`config.mk`:
```
export PLATFORM = sky130hd
export DESIGN_NAME = hist_agc_ctrl
export DESIGN_NICKNAME = d
export VERILOG_FILES = /design/src/rtl/hist_agc_ctrl.sv
export SDC_FILE = /design/constraint.sdc
export NUM_CORES = 1
export LEC_CHECK = 0
export ABC_CLOCK_PERIOD_IN_PS = 7850
export CAP_MARGIN = 10
export CORE_ASPECT_RATIO = 0.5
export CORE_MARGIN = 2
export CORE_UTILIZATION = 56
export CTS_CLUSTER_SIZE = 28
export DETAILED_ROUTE_END_ITERATION = 7
export PLACE_DENSITY = 0.85
export SLEW_MARGIN = 20
export SYNTH_ARGS = -nofsm -noshare
export SYNTH_HDL_FRONTEND = slang
export SYNTH_SLANG_ARGS = --single-unit
export TNS_END_PERCENT = 20
```
`constraint.sdc`:
```
create_clock -name clk -period 7.85 [get_ports clk]
set_input_delay 1.1775 -clock clk [delete_from_list [all_inputs] [get_ports clk]]
set_output_delay 1.1775 -clock clk [all_outputs]
set_load 0.02 [all_outputs]
```
`src/rtl/hist_agc_ctrl.sv`:
```
// Histogram-driven AGC sweep controller: walks each histogram line, freezes and reads it, and nudges that line's gain toward TARGET_MAG.
// Optional feature macro HIST_AGC_SIG_BALANCE_EN adds SIG_TOL and the per-line dc_alarm output.
module hist_agc_ctrl #(
  parameter int unsigned LINES      = 1,
  parameter int unsigned GAIN_W     = 6,
  parameter int unsigned GAIN_INIT  = 32,
  parameter int unsigned TARGET_MAG = 21627,
  parameter int unsigned HYST       = 1024,
  parameter int unsigned SETTLE     = 4,
  parameter int unsigned PERIOD     = 65536
`ifdef HIST_AGC_SIG_BALANCE_EN
  , parameter int unsigned SIG_TOL  = 4096
`endif
) (
  input  logic                      clk,
  input  logic                      reset,
  input  logic                      enable,
  output logic                      hist_lock,
  output logic [7:0]                hist_addr,
  input  logic [31:0]               hist_result,
  output logic [LINES*GAIN_W-1:0]   gain,
  output logic                      busy,
  output logic                      done
`ifdef HIST_AGC_SIG_BALANCE_EN
  , output logic [LINES-1:0]        dc_alarm
`endif
);

  localparam int unsigned TMR_W = (PERIOD > 1) ? $clog2(PERIOD) : 1;
  localparam int unsigned SET_W = (SETTLE > 1) ? $clog2(SETTLE) : 1;
  localparam int unsigned LO_TH = (TARGET_MAG > HYST) ? TARGET_MAG - HYST : 0;
  localparam int unsigned HI_TH = (TARGET_MAG + HYST > 65535) ? 65535 : TARGET_MAG + HYST;

  localparam logic [16:0]       LO_17    = 17'(LO_TH);
  localparam logic [16:0]       HI_17    = 17'(HI_TH);
  localparam logic [GAIN_W-1:0] GAIN_MAX = '1;
  localparam logic [GAIN_W-1:0] GAIN_RST = GAIN_W'(GAIN_INIT);
  localparam logic [TMR_W-1:0]  TMR_LAST = TMR_W'(PERIOD - 1);
  localparam logic [SET_W-1:0]  SET_LAST = SET_W'(SETTLE - 1);
  localparam logic [7:0]        IDX_LAST = 8'(LINES - 1);

  localparam logic [2:0] ST_IDLE    = 3'd0;
  localparam logic [2:0] ST_WAIT    = 3'd1;
  localparam logic [2:0] ST_SEL     = 3'd2;
  localparam logic [2:0] ST_FREEZE  = 3'd3;
  localparam logic [2:0] ST_CAPTURE = 3'd4;
  localparam logic [2:0] ST_UPDATE  = 3'd5;
  localparam logic [2:0] ST_RELEASE = 3'd6;

  logic [2:0]              state_q, state_d;
  logic [TMR_W-1:0]        timer_q, timer_d;
  logic [SET_W-1:0]        settle_q, settle_d;
  logic [7:0]              index_q, index_d;
  logic                    lock_q, lock_d;
  logic                    busy_q, busy_d;
  logic                    done_q, done_d;
  logic [15:0]             mag_q, mag_d;
  logic [LINES*GAIN_W-1:0] gain_q, gain_d;
  logic [16:0]             mag_ext;
  logic                    gain_up, gain_dn;
  logic [GAIN_W-1:0]       cur_gain;

  assign mag_ext = {1'b0, mag_q};
  assign gain_up = (mag_ext < LO_17);
  assign gain_dn = (mag_ext > HI_17);

`ifdef HIST_AGC_SIG_BALANCE_EN
  logic [15:0]      sig_q, sig_d;
  logic [LINES-1:0] alarm_q, alarm_d;
  logic [16:0]      sig_dist;
  logic             sig_off;

  assign sig_dist = sig_q[15] ? (17'(sig_q) - 17'd32768) : (17'd32768 - 17'(sig_q));
  assign sig_off  = (sig_dist > 17'(SIG_TOL));
  assign dc_alarm = alarm_q;
`else
  logic unused_sig_bits;
  assign unused_sig_bits = ^hist_result[31:16];
`endif

  // Sweep sequencing; dropping enable wins over every transition.
  always_comb begin
    state_d  = state_q;
    timer_d  = timer_q;
    settle_d = settle_q;
    index_d  = index_q;
    mag_d    = mag_q;
    gain_d   = gain_q;
    cur_gain = '0;
`ifdef HIST_AGC_SIG_BALANCE_EN
    sig_d    = sig_q;
    alarm_d  = alarm_q;
`endif
    if (!enable) begin
      state_d = ST_IDLE;
    end else begin
      case (state_q)
        ST_IDLE: begin
          state_d = ST_WAIT;
          timer_d = '0;
        end
        ST_WAIT: begin
          if (timer_q == TMR_LAST) begin
            state_d  = ST_SEL;
            index_d  = '0;
            settle_d = '0;
          end else begin
            timer_d = timer_q + TMR_W'(1);
          end
        end
        ST_SEL, ST_FREEZE: begin
          if (settle_q == SET_LAST) begin
            state_d  = (state_q == ST_SEL) ? ST_FREEZE : ST_CAPTURE;
            settle_d = '0;
          end else begin
            settle_d = settle_q + SET_W'(1);
          end
        end
        ST_CAPTURE: begin
          mag_d   = hist_result[15:0];
`ifdef HIST_AGC_SIG_BALANCE_EN
          sig_d   = hist_result[31:16];
`endif
          state_d = ST_UPDATE;
        end
        ST_UPDATE: begin
          for (int i = 0; i < int'(LINES); i++) begin
            if (index_q == 8'(i)) begin
              cur_gain = gain_q[i*GAIN_W +: GAIN_W];
              if (gain_up && (cur_gain != GAIN_MAX)) begin
                gain_d[i*GAIN_W +: GAIN_W] = cur_gain + GAIN_W'(1);
              end else if (gain_dn && (cur_gain != '0)) begin
                gain_d[i*GAIN_W +: GAIN_W] = cur_gain - GAIN_W'(1);
              end
`ifdef HIST_AGC_SIG_BALANCE_EN
              alarm_d[i] = sig_off;
`endif
            end
          end
          if (index_q == IDX_LAST) begin
            state_d = ST_RELEASE;
          end else begin
            index_d  = index_q + 8'd1;
            settle_d = '0;
            state_d  = ST_SEL;
          end
        end
        ST_RELEASE: begin
          state_d = ST_WAIT;
          timer_d = '0;
        end
        default: state_d = ST_IDLE;
      endcase
    end
  end

  // Outputs are registered from the next state so they line up with state_q.
  always_comb begin
    lock_d = (state_d == ST_FREEZE) || (state_d == ST_CAPTURE) || (state_d == ST_UPDATE);
    busy_d = (state_d != ST_IDLE) && (state_d != ST_WAIT);
    done_d = (state_d == ST_RELEASE);
  end

  always_ff @(posedge clk) begin
    if (reset) begin
      state_q  <= ST_IDLE;
      timer_q  <= '0;
      settle_q <= '0;
      index_q  <= '0;
      lock_q   <= 1'b0;
      busy_q   <= 1'b0;
      done_q   <= 1'b0;
      mag_q    <= '0;
      gain_q   <= {LINES{GAIN_RST}};
`ifdef HIST_AGC_SIG_BALANCE_EN
      sig_q    <= '0;
      alarm_q  <= '0;
`endif
    end else begin
      state_q  <= state_d;
      timer_q  <= timer_d;
      settle_q <= settle_d;
      index_q  <= index_d;
      lock_q   <= lock_d;
      busy_q   <= busy_d;
      done_q   <= done_d;
      mag_q    <= mag_d;
      gain_q   <= gain_d;
`ifdef HIST_AGC_SIG_BALANCE_EN
      sig_q    <= sig_d;
      alarm_q  <= alarm_d;
`endif
    end
  end

  assign hist_lock = lock_q;
  assign hist_addr = index_q;
  assign busy      = busy_q;
  assign done      = done_q;
  assign gain      = gain_q;

endmodule
```
==> results of run 1 <==
[state kept, by name (all words and copies together) (netlist names)]
name / cells
busy: 1
done: 1
gain: 6
hist_addr: 8
hist_lock: 1
mag_q: 16
settle_q: 2
state_q: 3
timer_q: 16
[cell families (layout without fill, tap and decap cells)]
kind of cell / after synthesis / in the layout / synth area share [%]
buffers and inverters: 17 / 50 / 2.71
AOI/OAI and AO/OA: 65 / 65 / 15.2
DFF: 54 / 54 / 40.4
muxes: 7 / 7 / 2.85
adders and majority gates: 9 / 9 / 4.48
and+or+nand+nor: 152 / 152 / 27.2
xor gates and xnor gates: 22 / 22 / 7.19
[layout make-up]
cell class	instances	area share, %
inverters	6	0.708
clock inverters	3	1.42
clock buffers	5	2.16
multi-input cells	255	47.9
flip-flops and latches	54	34.0
well taps	66	2.59
repair buffers	36	11.2
[through the flow]
stage	util [%]	hold WS, ns
after floorplan	-	0.436
after global placement	68.4	0.443
after detailed placement	68.4	0.454
after CTS	70.9	0.468
after global routing	70.9	0.493
final	70.9	0.467
[per-layer routing]
metal | share of wire [%] | vias to the layer above | track usage [%]
li1 | - | 1204 | -
met1 | 46 | 1139 | 27.6
met2 | 49 | 50 | 41.0
met3 | 3.9 | 8 | 5.81
met4 | 0.96 | 0 | 8.00
met5 | 0 | - | 0
[power breakdown]
group	internal [mW]	switching [mW]	total [mW]
combinational	0.0107	0.0101	0.0208
sequential	0.274	0.000950	0.275
clock	0.0949	0.0947	0.190
total	0.380	0.106	0.486
[critical path, stage by stage (launching register included)]
cell and delay (ns):
dfxtp_1 0.33, nor3_1 0.20, nand2_1 0.13, o32ai_1 0.29
o21ai_0 0.40, ha_1 0.44, a211oi_1 0.29, nor2_1 0.11
o21ai_0 0.27, nand3_1 0.14, o22ai_1 0.22, mux2i_1 0.22
[cell usage in the layout (no fill, tap or decap), drive strengths merged, types with 4 or more instances in the layout]
master and count:
clkbuf 5, a211oi 5, mux2 5, and3 7
nor2b 8, nor2 40, ha 8, nand3 14
dfxtp 54, clkdlybuf4s50 35, inv 6, nand4 9
a21o 4, nand2b 6, o21ai 10, xnor2 8
nand2 48, xor2 14, or3 5, nor3 6
a21oi 28
[path summary, 6_finish.rpt]
path                 start       end  slack (ns)  cells after the start
setup / recovery  mag_q[7]   gain[5]        4.76                     11
hold / removal    mag_q[9]  mag_q[9]        0.47                      2
setup reg to reg  mag_q[7]   gain[5]        4.76                     11
hold reg to reg   mag_q[9]  mag_q[9]        0.47                      2
==> impl_metrics.py, run 1 <==
metrics = {
    "status": {
        "status": "complete, no violations",
    },
    "die": {
        "row_count": 17,
        "start_util_pct": 59.7,
        "core_region_area_mm2": 0.00449,
        "die_w_um": 102,
        "die_h_um": 52.9,
        "dieArea_mm2": 0.00539,
        "ios": 52,
    },
    "power": {
        "leakage_nw": 1.14,
        "p_per_area_mw_per_mm2": 153,
        "power_mw": 0.486,
        "ir_drop_v": 0.0000919,
    },
    "timing": {
        "relSlewSlack_pct": 34.5,
        "max_freq_ghz": 0.323,
        "fin_setup_tns_ns": 0,
        "fin_crit_sh_pct": 39.4,
        "finalSetupViolCount": 0,
        "rsz0062_at_grt": "false",
        "clock_skew_ns": 0.00944,
        "finalHoldViolCount": 0,
        "fin_crit_ns": 3.09,
        "slew_viol_final": 0,
        "worstMarginPinSlew_ns": 0.979,
        "layout_setup_ws_ns": 4.76,
    },
    "global_route": {
        "gr-total-overflow": 0,
        "grt.total_usage_pct": 23.1,
        "antenna_found_initial": 0,
        "grt_max_degree": 36,
        "grt_pass1_vias": 2212,
        "grt_pass1_wl_um": 9720,
    },
    "setup_path": {
        "crit_arrival_ns": 3.34,
        "cp-start-kind": "register",
        "crit_fanout": 8,
        "critPathCaptureType": "register",
        "crit_required_ns": 8.09,
        "path_class": "register to register",
    },
    "final_layout": {
        "syn_to_final_growth_pct": 18.8,
        "final_cell_area_mm2": 0.00318,
        "seq_area_mm2": 0.00108,
        "fin_nets": 402,
        "nFillCells": 356,
        "diodes": 0,
        "final_cells": 425,
        "multi_input_area_mm2": 0.00153,
        "drive_gt1_share_pct": 4.74,
    },
    "routing": {
        "wirelength_um": 5740,
        "vias_per_cell": 5.65,
        "wire_per_inst_um": 13.5,
        "dr.pass1.iters": 4,
        "post-route-drc-count": 0,
        "via_count": 2401,
        "drtIter0Drc": 152,
        "ant_nets": 0,
    },
    "place": {
        "place.gp.congestion": 0.915,
        "dp_hpwl_um": 4160,
        "dp_cells": 417,
        "place_ws_ns": 4.60,
        "placed_area_mm2": 0.00307,
        "numPortBuffers": 35,
    },
    "synthesis": {
        "synth-edff-count": 0,
        "synth_cells": 326,
        "syn-num-nets": 370,
        "yosys.area.top_type": "dfxtp_1",
        "synth_top_area_share_pct": 40.4,
        "synth.area.top_cells": "dfxtp_1 40%, nand2_1 6.7%, nor2_1 5.6%, a21oi_1 5.2%, xor2_1 4.6%",
        "synthFlopType": "dfxtp_1",
        "yosys_register_bits": 54,
        "ys_seq_area_share_pct": 40.4,
        "syn_area_mm2": 0.00268,
        "synthArstFlopShare_pct": 0,
        "yosysWarnings": 0,
        "synthTopCellsByCount": "54 x dfxtp_1, 48 x nand2_1, 40 x nor2_1",
        "ys_types": 46,
        "avgSynthCellArea_um2": 8.22,
        "yosysMostFrequentCell": "dfxtp_1",
    },
    "clock_tree": {
        "cts_buffer_depth": 2,
        "cts_setup_buffers": 0,
        "cts.reportedPaths.clkPinSlew_ns": 0.09,
        "ctsRootBufferMaster": "clkbuf_8",
        "cts_sinks": 54,
        "ctsResizeCount": 0,
        "cts_tree": "built",
        "cts.htree.levels": 2,
        "cts_buffers": 5,
        "hold_buffers": 0,
        "clk_latency_ns": 0.32,
    },
    "flow_run": {
        "cap_violations": 0,
    },
    "hold_path": {
        "holdCritPathClass": "register to register",
    },
}
No activity file was read; power rests on OpenSTA's default activity.
==> run 2, diff against run 1 <==
Settings changed: ABC_CLOCK_PERIOD_IN_PS 7850 to 2900, CORE_UTILIZATION 56 to 52, PLACE_DENSITY 0.85 to 0.8.
Clock period 7.85 ns to 2.9 ns, I/O delays scaled along.
==> run 2 against run 1 <==
Against the previous run: core utilization fell by 6.2 points; sequential cell count unchanged; cell area up 0.75%.
==> impl_metrics.py, run 2 (synthesized netlist as in run 1, its figures left out) <==
metrics = {
    "status": {
        "status": "complete, no violations",
    },
    "place": {
        "place_ws_ns": 0.108,
        "numPortBuffers": 35,
        "placed_area_mm2": 0.00309,
        "place.gp.congestion": 0.871,
        "dp_hpwl_um": 4000,
    },
    "setup_path": {
        "critPathCaptureType": "register",
        "crit_arrival_ns": 2.90,
        "path_class": "register to register",
        "crit_start": "mag_q[7]",
        "crit_fanout": 5,
        "cp-start-kind": "register",
        "r2r_start": "mag_q[7]",
        "crit_required_ns": 3.14,
    },
    "flow_run": {
        "cap_violations": 0,
    },
    "die": {
        "die_w_um": 106,
        "ios": 52,
        "core_region_area_mm2": 0.00495,
        "start_util_pct": 54.1,
        "dieArea_mm2": 0.00578,
        "row_count": 18,
        "die_h_um": 54.8,
    },
    "final_layout": {
        "nFillCells": 420,
        "fin_nets": 404,
        "final_cell_area_mm2": 0.00321,
        "drive_gt1_share_pct": 5.26,
        "layout_commonest_cell": "dfxtp_1",
        "layout_common_cells": "54 x dfxtp_1, 48 x nand2_1, 40 x nor2_1, 35 x clkdlybuf4s50_1, 28 x a21oi_1",
        "diodes": 0,
        "syn_to_final_growth_pct": 19.7,
    },
    "timing": {
        "relSlewSlack_pct": 61.1,
        "finalSetupViolCount": 0,
        "layout_setup_ws_ns": 0.238,
        "fin_setup_tns_ns": 0,
        "finalHoldViolCount": 0,
        "clock_skew_ns": 0.0179,
        "fin_crit_sh_pct": 91.8,
        "rsz0062_at_grt": "false",
        "slew_viol_final": 0,
        "worstMarginPinSlew_ns": 0.584,
        "fin_crit_ns": 2.66,
        "max_freq_ghz": 0.376,
    },
    "clock_tree": {
        "cts.htree.levels": 2,
        "cts_buffers": 5,
        "cts_sinks": 54,
        "clk_latency_ns": 0.31,
        "ctsRootBufferMaster": "clkbuf_8",
        "cts_buffer_depth": 2,
        "cts_tree": "built",
        "cts.reportedPaths.clkPinSlew_ns": 0.10,
        "cts_setup_buffers": 0,
        "hold_buffers": 0,
    },
    "global_route": {
        "antenna_found_initial": 0,
        "grt.total_usage_pct": 19.6,
        "grt_pass1_wl_um": 9000,
        "grt_max_degree": 34,
        "gr-total-overflow": 0,
        "grt_pass1_vias": 2034,
    },
    "hold_path": {
        "holdCritPathClass": "register to register",
        "hold_start": "mag_q[9]",
    },
    "routing": {
        "drtIter0Drc": 103,
        "vias_per_cell": 5.41,
        "wire_per_inst_um": 12.9,
        "post-route-drc-count": 0,
        "ant_nets": 0,
        "dr.pass1.iters": 4,
        "via_count": 2330,
        "wirelength_um": 5570,
    },
    "power": {
        "p_per_area_mw_per_mm2": 402,
        "ir_drop_v": 0.000236,
        "leakage_nw": 1.16,
    },
}
[run 2: cell count changes in the layout (fill, tap and decap cells not counted)]
cell	change
o32ai_1	-1
o32ai_2	+1
o21ai_0	-1
clkinvlp_4	-2
clkbuf_1	+2
o21ai_2	+1
buf_4	+2
[run 2: final cells by class]
| type | count | area (um^2) | area share [%] |
|---|---|---|---|
| Multi-Input combinational cell | 255 | 1540 | 47.9 |
| Clock inverter | 1 | 30.0 | 0.936 |
| Clock buffer | 7 | 76.3 | 2.38 |
| Timing Repair Buffer | 38 | 373 | 11.6 |
| Tap cell | 70 | 87.6 | 2.73 |
| Sequential cell | 54 | 1080 | 33.7 |
| Inverter | 6 | 22.5 | 0.702 |
[run 2: path summary, 6_finish.rpt]
path	to	slack, ns	cells after the start
worst min-delay path	mag_q[9]	0.47	2
worst max register to register	gain[5]	0.24	11
worst max-delay path	gain[5]	0.24	11
worst min register to register	mag_q[9]	0.47	2
[run 2: what timing repair did]
action | 4_1_cts | 5_1_grt
endpoints found under the setup margin | 0 | 2
endpoints found under the hold margin | 0 | 0
gates resized for setup | 0 | 3
[run 2: routing by layer]
layer	up-vias	GRT usage [%]	share of wire [%]
li1	1208	-	-
met1	1082	23.4	49
met2	36	36.3	47
met3	4	5.12	3.7
met4	0	5.26	0.38
met5	-	0	0
[run 2: where the power goes]
group	total [mW]	switching [mW]	internal, mW
sequential	0.745	0.00263	0.742
combinational	0.0564	0.0274	0.0291
clock	0.487	0.228	0.259
total	1.29	0.258	1.03
[run 2: worst max-delay path: stages, from the launching register on]
cell and delay [ns]:
dfxtp_1 0.32, nor3_1 0.20, nand2_1 0.15, o32ai_2 0.32
o21ai_2 0.16, ha_1 0.38, o21ai_0 0.09, nor2_1 0.14
o21ai_0 0.13, a211o_1 0.30, o22ai_1 0.20, mux2i_1 0.19
[run 2: per-stage QoR]
stage | hold WS, ns | instances | util, % | power [mW]
global route | 0.493 | 431 | 64.7 | 1.34
floorplan | 0.436 | 326 | - | 0.786
global placement | 0.443 | 423 | 62.3 | 0.817
finish | 0.466 | 431 | 64.7 | 1.29
detailed placement | 0.449 | 423 | 62.3 | 0.818
CTS | 0.463 | 431 | 64.5 | 1.30
==> run 3, diff against run 2 <==
Settings changed: CTS_BUF_LIST from default to sky130_fd_sc_hd__clkbuf_16, RECOVER_POWER from default to 50.
==> run 3 against run 2 <==
Against the previous run: sequential share of layout area shrank 0.48 points; cell area grew 1.4%; core utilization grew 0.93 points; sequential cell count is the same; die area is the same; critical path depth is the same; cell count is the same; fmax grew 1.4%; clock power grew 33%.
==> impl_metrics.py, run 3 (synthesized netlist as in run 1, its figures left out) <==
metrics = {
    "global_route": {
        "antenna_found_initial": 0,
        "grt.total_usage_pct": 20.0,
        "grt_pass1_wl_um": 9260,
        "grt_max_degree": 34,
        "grt_pass1_vias": 2066,
        "gr-total-overflow": 0,
    },
    "power": {
        "p_per_area_mw_per_mm2": 446,
        "ir_drop_v": 0.000268,
        "leakage_nw": 1.24,
    },
    "timing": {
        "fin_setup_tns_ns": 0,
        "finalHoldViolCount": 0,
        "relSlewSlack_pct": 50.5,
        "max_freq_ghz": 0.381,
        "fin_crit_sh_pct": 90.5,
        "clock_skew_ns": 0.0101,
        "finalSetupViolCount": 0,
        "worstMarginPinSlew_ns": 0.735,
        "rsz0062_at_grt": "false",
        "slew_viol_final": 0,
        "fin_crit_ns": 2.62,
    },
    "final_layout": {
        "syn_to_final_growth_pct": 21.4,
        "layout_common_cells": "54 x dfxtp_1, 48 x nand2_1, 40 x nor2_1, 28 x a21oi_1, 18 x dlygate4sd3_1",
        "drive_gt1_share_pct": 4.71,
        "final_cell_area_mm2": 0.00325,
        "fin_nets": 404,
        "diodes": 0,
        "layout_commonest_cell": "dfxtp_1",
        "postLayoutCoreUtil_pct": 65.7,
    },
    "setup_path": {
        "crit_fanout": 5,
        "ff2ff_path_depth": 11,
        "crit_required_ns": 3.12,
        "worstPathCellList": "nor3_1 > nand2_1 > o32ai_2 > o21ai_2 > ha_1 > a211oi_1 > nor2_1 > o21ai_0 > nand3_1 > o22ai_1 > mux2i_1",
        "worst-path-stages": 11,
        "critPathCaptureType": "register",
        "rrSetupSlack_ns": 0.28,
        "crit_arrival_ns": 2.84,
        "crit_family": "compound AO/OA/AOI/OAI gates",
        "worst-path-buf-inv": 0,
        "max_stage_delay_ns": 0.32,
        "path_class": "register to register",
        "crit_start": "mag_q[7]",
        "cp-start-kind": "register",
        "r2r_start": "mag_q[7]",
        "cp_slowest_cell": "o32ai_2",
    },
    "die": {
        "core_region_area_mm2": 0.00495,
        "start_util_pct": 54.1,
        "die_h_um": 54.8,
        "row_count": 18,
        "dieArea_mm2": 0.00578,
        "ios": 52,
        "die_w_um": 106,
    },
    "routing": {
        "ant_nets": 0,
        "post-route-drc-count": 0,
        "drtIter0Drc": 93,
        "via_count": 2360,
        "wirelength_um": 5680,
        "wire_per_inst_um": 13.2,
        "vias_per_cell": 5.48,
        "dr.pass1.iters": 4,
    },
    "place": {
        "placed_area_mm2": 0.00309,
        "numPortBuffers": 35,
        "place.gp.congestion": 0.871,
        "dp_hpwl_um": 4000,
    },
    "clock_tree": {
        "cts_buffers": 5,
        "cts_tree": "built",
        "ctsRootBufferMaster": "clkbuf_16",
        "hold_buffers": 0,
        "cts.htree.levels": 2,
        "cts_buffer_depth": 2,
        "cts_sinks": 54,
        "clk_latency_ns": 0.29,
        "cts.reportedPaths.clkPinSlew_ns": 0.07,
    },
    "hold_path": {
        "min_path_cells": 2,
        "hold_start": "mag_q[9]",
        "holdCritPathClass": "register to register",
    },
    "status": {
        "status": "complete, no violations",
    },
    "flow_run": {
        "cap_violations": 0,
    },
}
==> run 3: changes by cell type in the layout (fill, tap and decap cells not counted), sizes merged <==
cell / change
clkbuf: -2
clkdlybuf4s50: -18
dlygate4sd3: +18
inv: +2
==> run 3: report_power, final <==
group / internal, mW / total (mW) / switching, mW / leakage (nW)
clock network: 0.401 / 0.648 / 0.247 / 0.0864
logic: 0.0288 / 0.0565 / 0.0277 / 0.715
registers: 0.743 / 0.745 / 0.00274 / 0.435
total: 1.17 / 1.45 / 0.277 / 1.24
==> run 3: final cells by class <==
| type | instances | area (um^2) |
|---|---|---|
| inverters | 6 | 22.5 |
| clock inverters | 3 | 37.5 |
| repair buffers | 38 | 373 |
| multi-input cells | 255 | 1530 |
| fillers | 416 | 1700 |
| well taps | 70 | 87.6 |
| clock buffers | 5 | 125 |
| flip-flops and latches | 54 | 1080 |
==> run 3: timing repair <==
item	in CTS	in global routing
gates resized for setup	0	3
endpoints found under the setup margin	0	2
buffers inserted	0	0
==> run 3: metrics by stage <==
stage,worst slack (ns),std cells,hold slack [ns],power (mW)
after floorplan,0.330,326,0.436,0.786
after global routing,0.0918,431,0.488,1.50
final,0.275,431,0.464,1.45
after global placement,0.244,423,0.443,0.817
after CTS,0.0867,431,0.459,1.46
after detailed placement,0.108,423,0.449,0.818
==> run 3: path summary, 6_finish.rpt <==
path / endpoint
min reg2reg: mag_q[9]
min: mag_q[9]
max reg2reg: gain[5]
max: gain[5]
==> run 3: layer usage <==
| layer | up-vias | track usage (%) | routed length, um |
|---|---|---|---|
| met5 | - | 0 | 0 |
| met4 | 0 | 3.73 | 30 |
| met3 | 4 | 4.29 | 214 |
| met2 | 38 | 37.5 | 2690 |
| met1 | 1108 | 24.7 | 2750 |
| li1 | 1210 | - | - |
==> run 3: tightest hold or removal path, cell delays in order, from the launching register on <==
cell,delay [ns]
dfxtp_1,0.31
nand2_1,0.05
a21oi_1,0.05
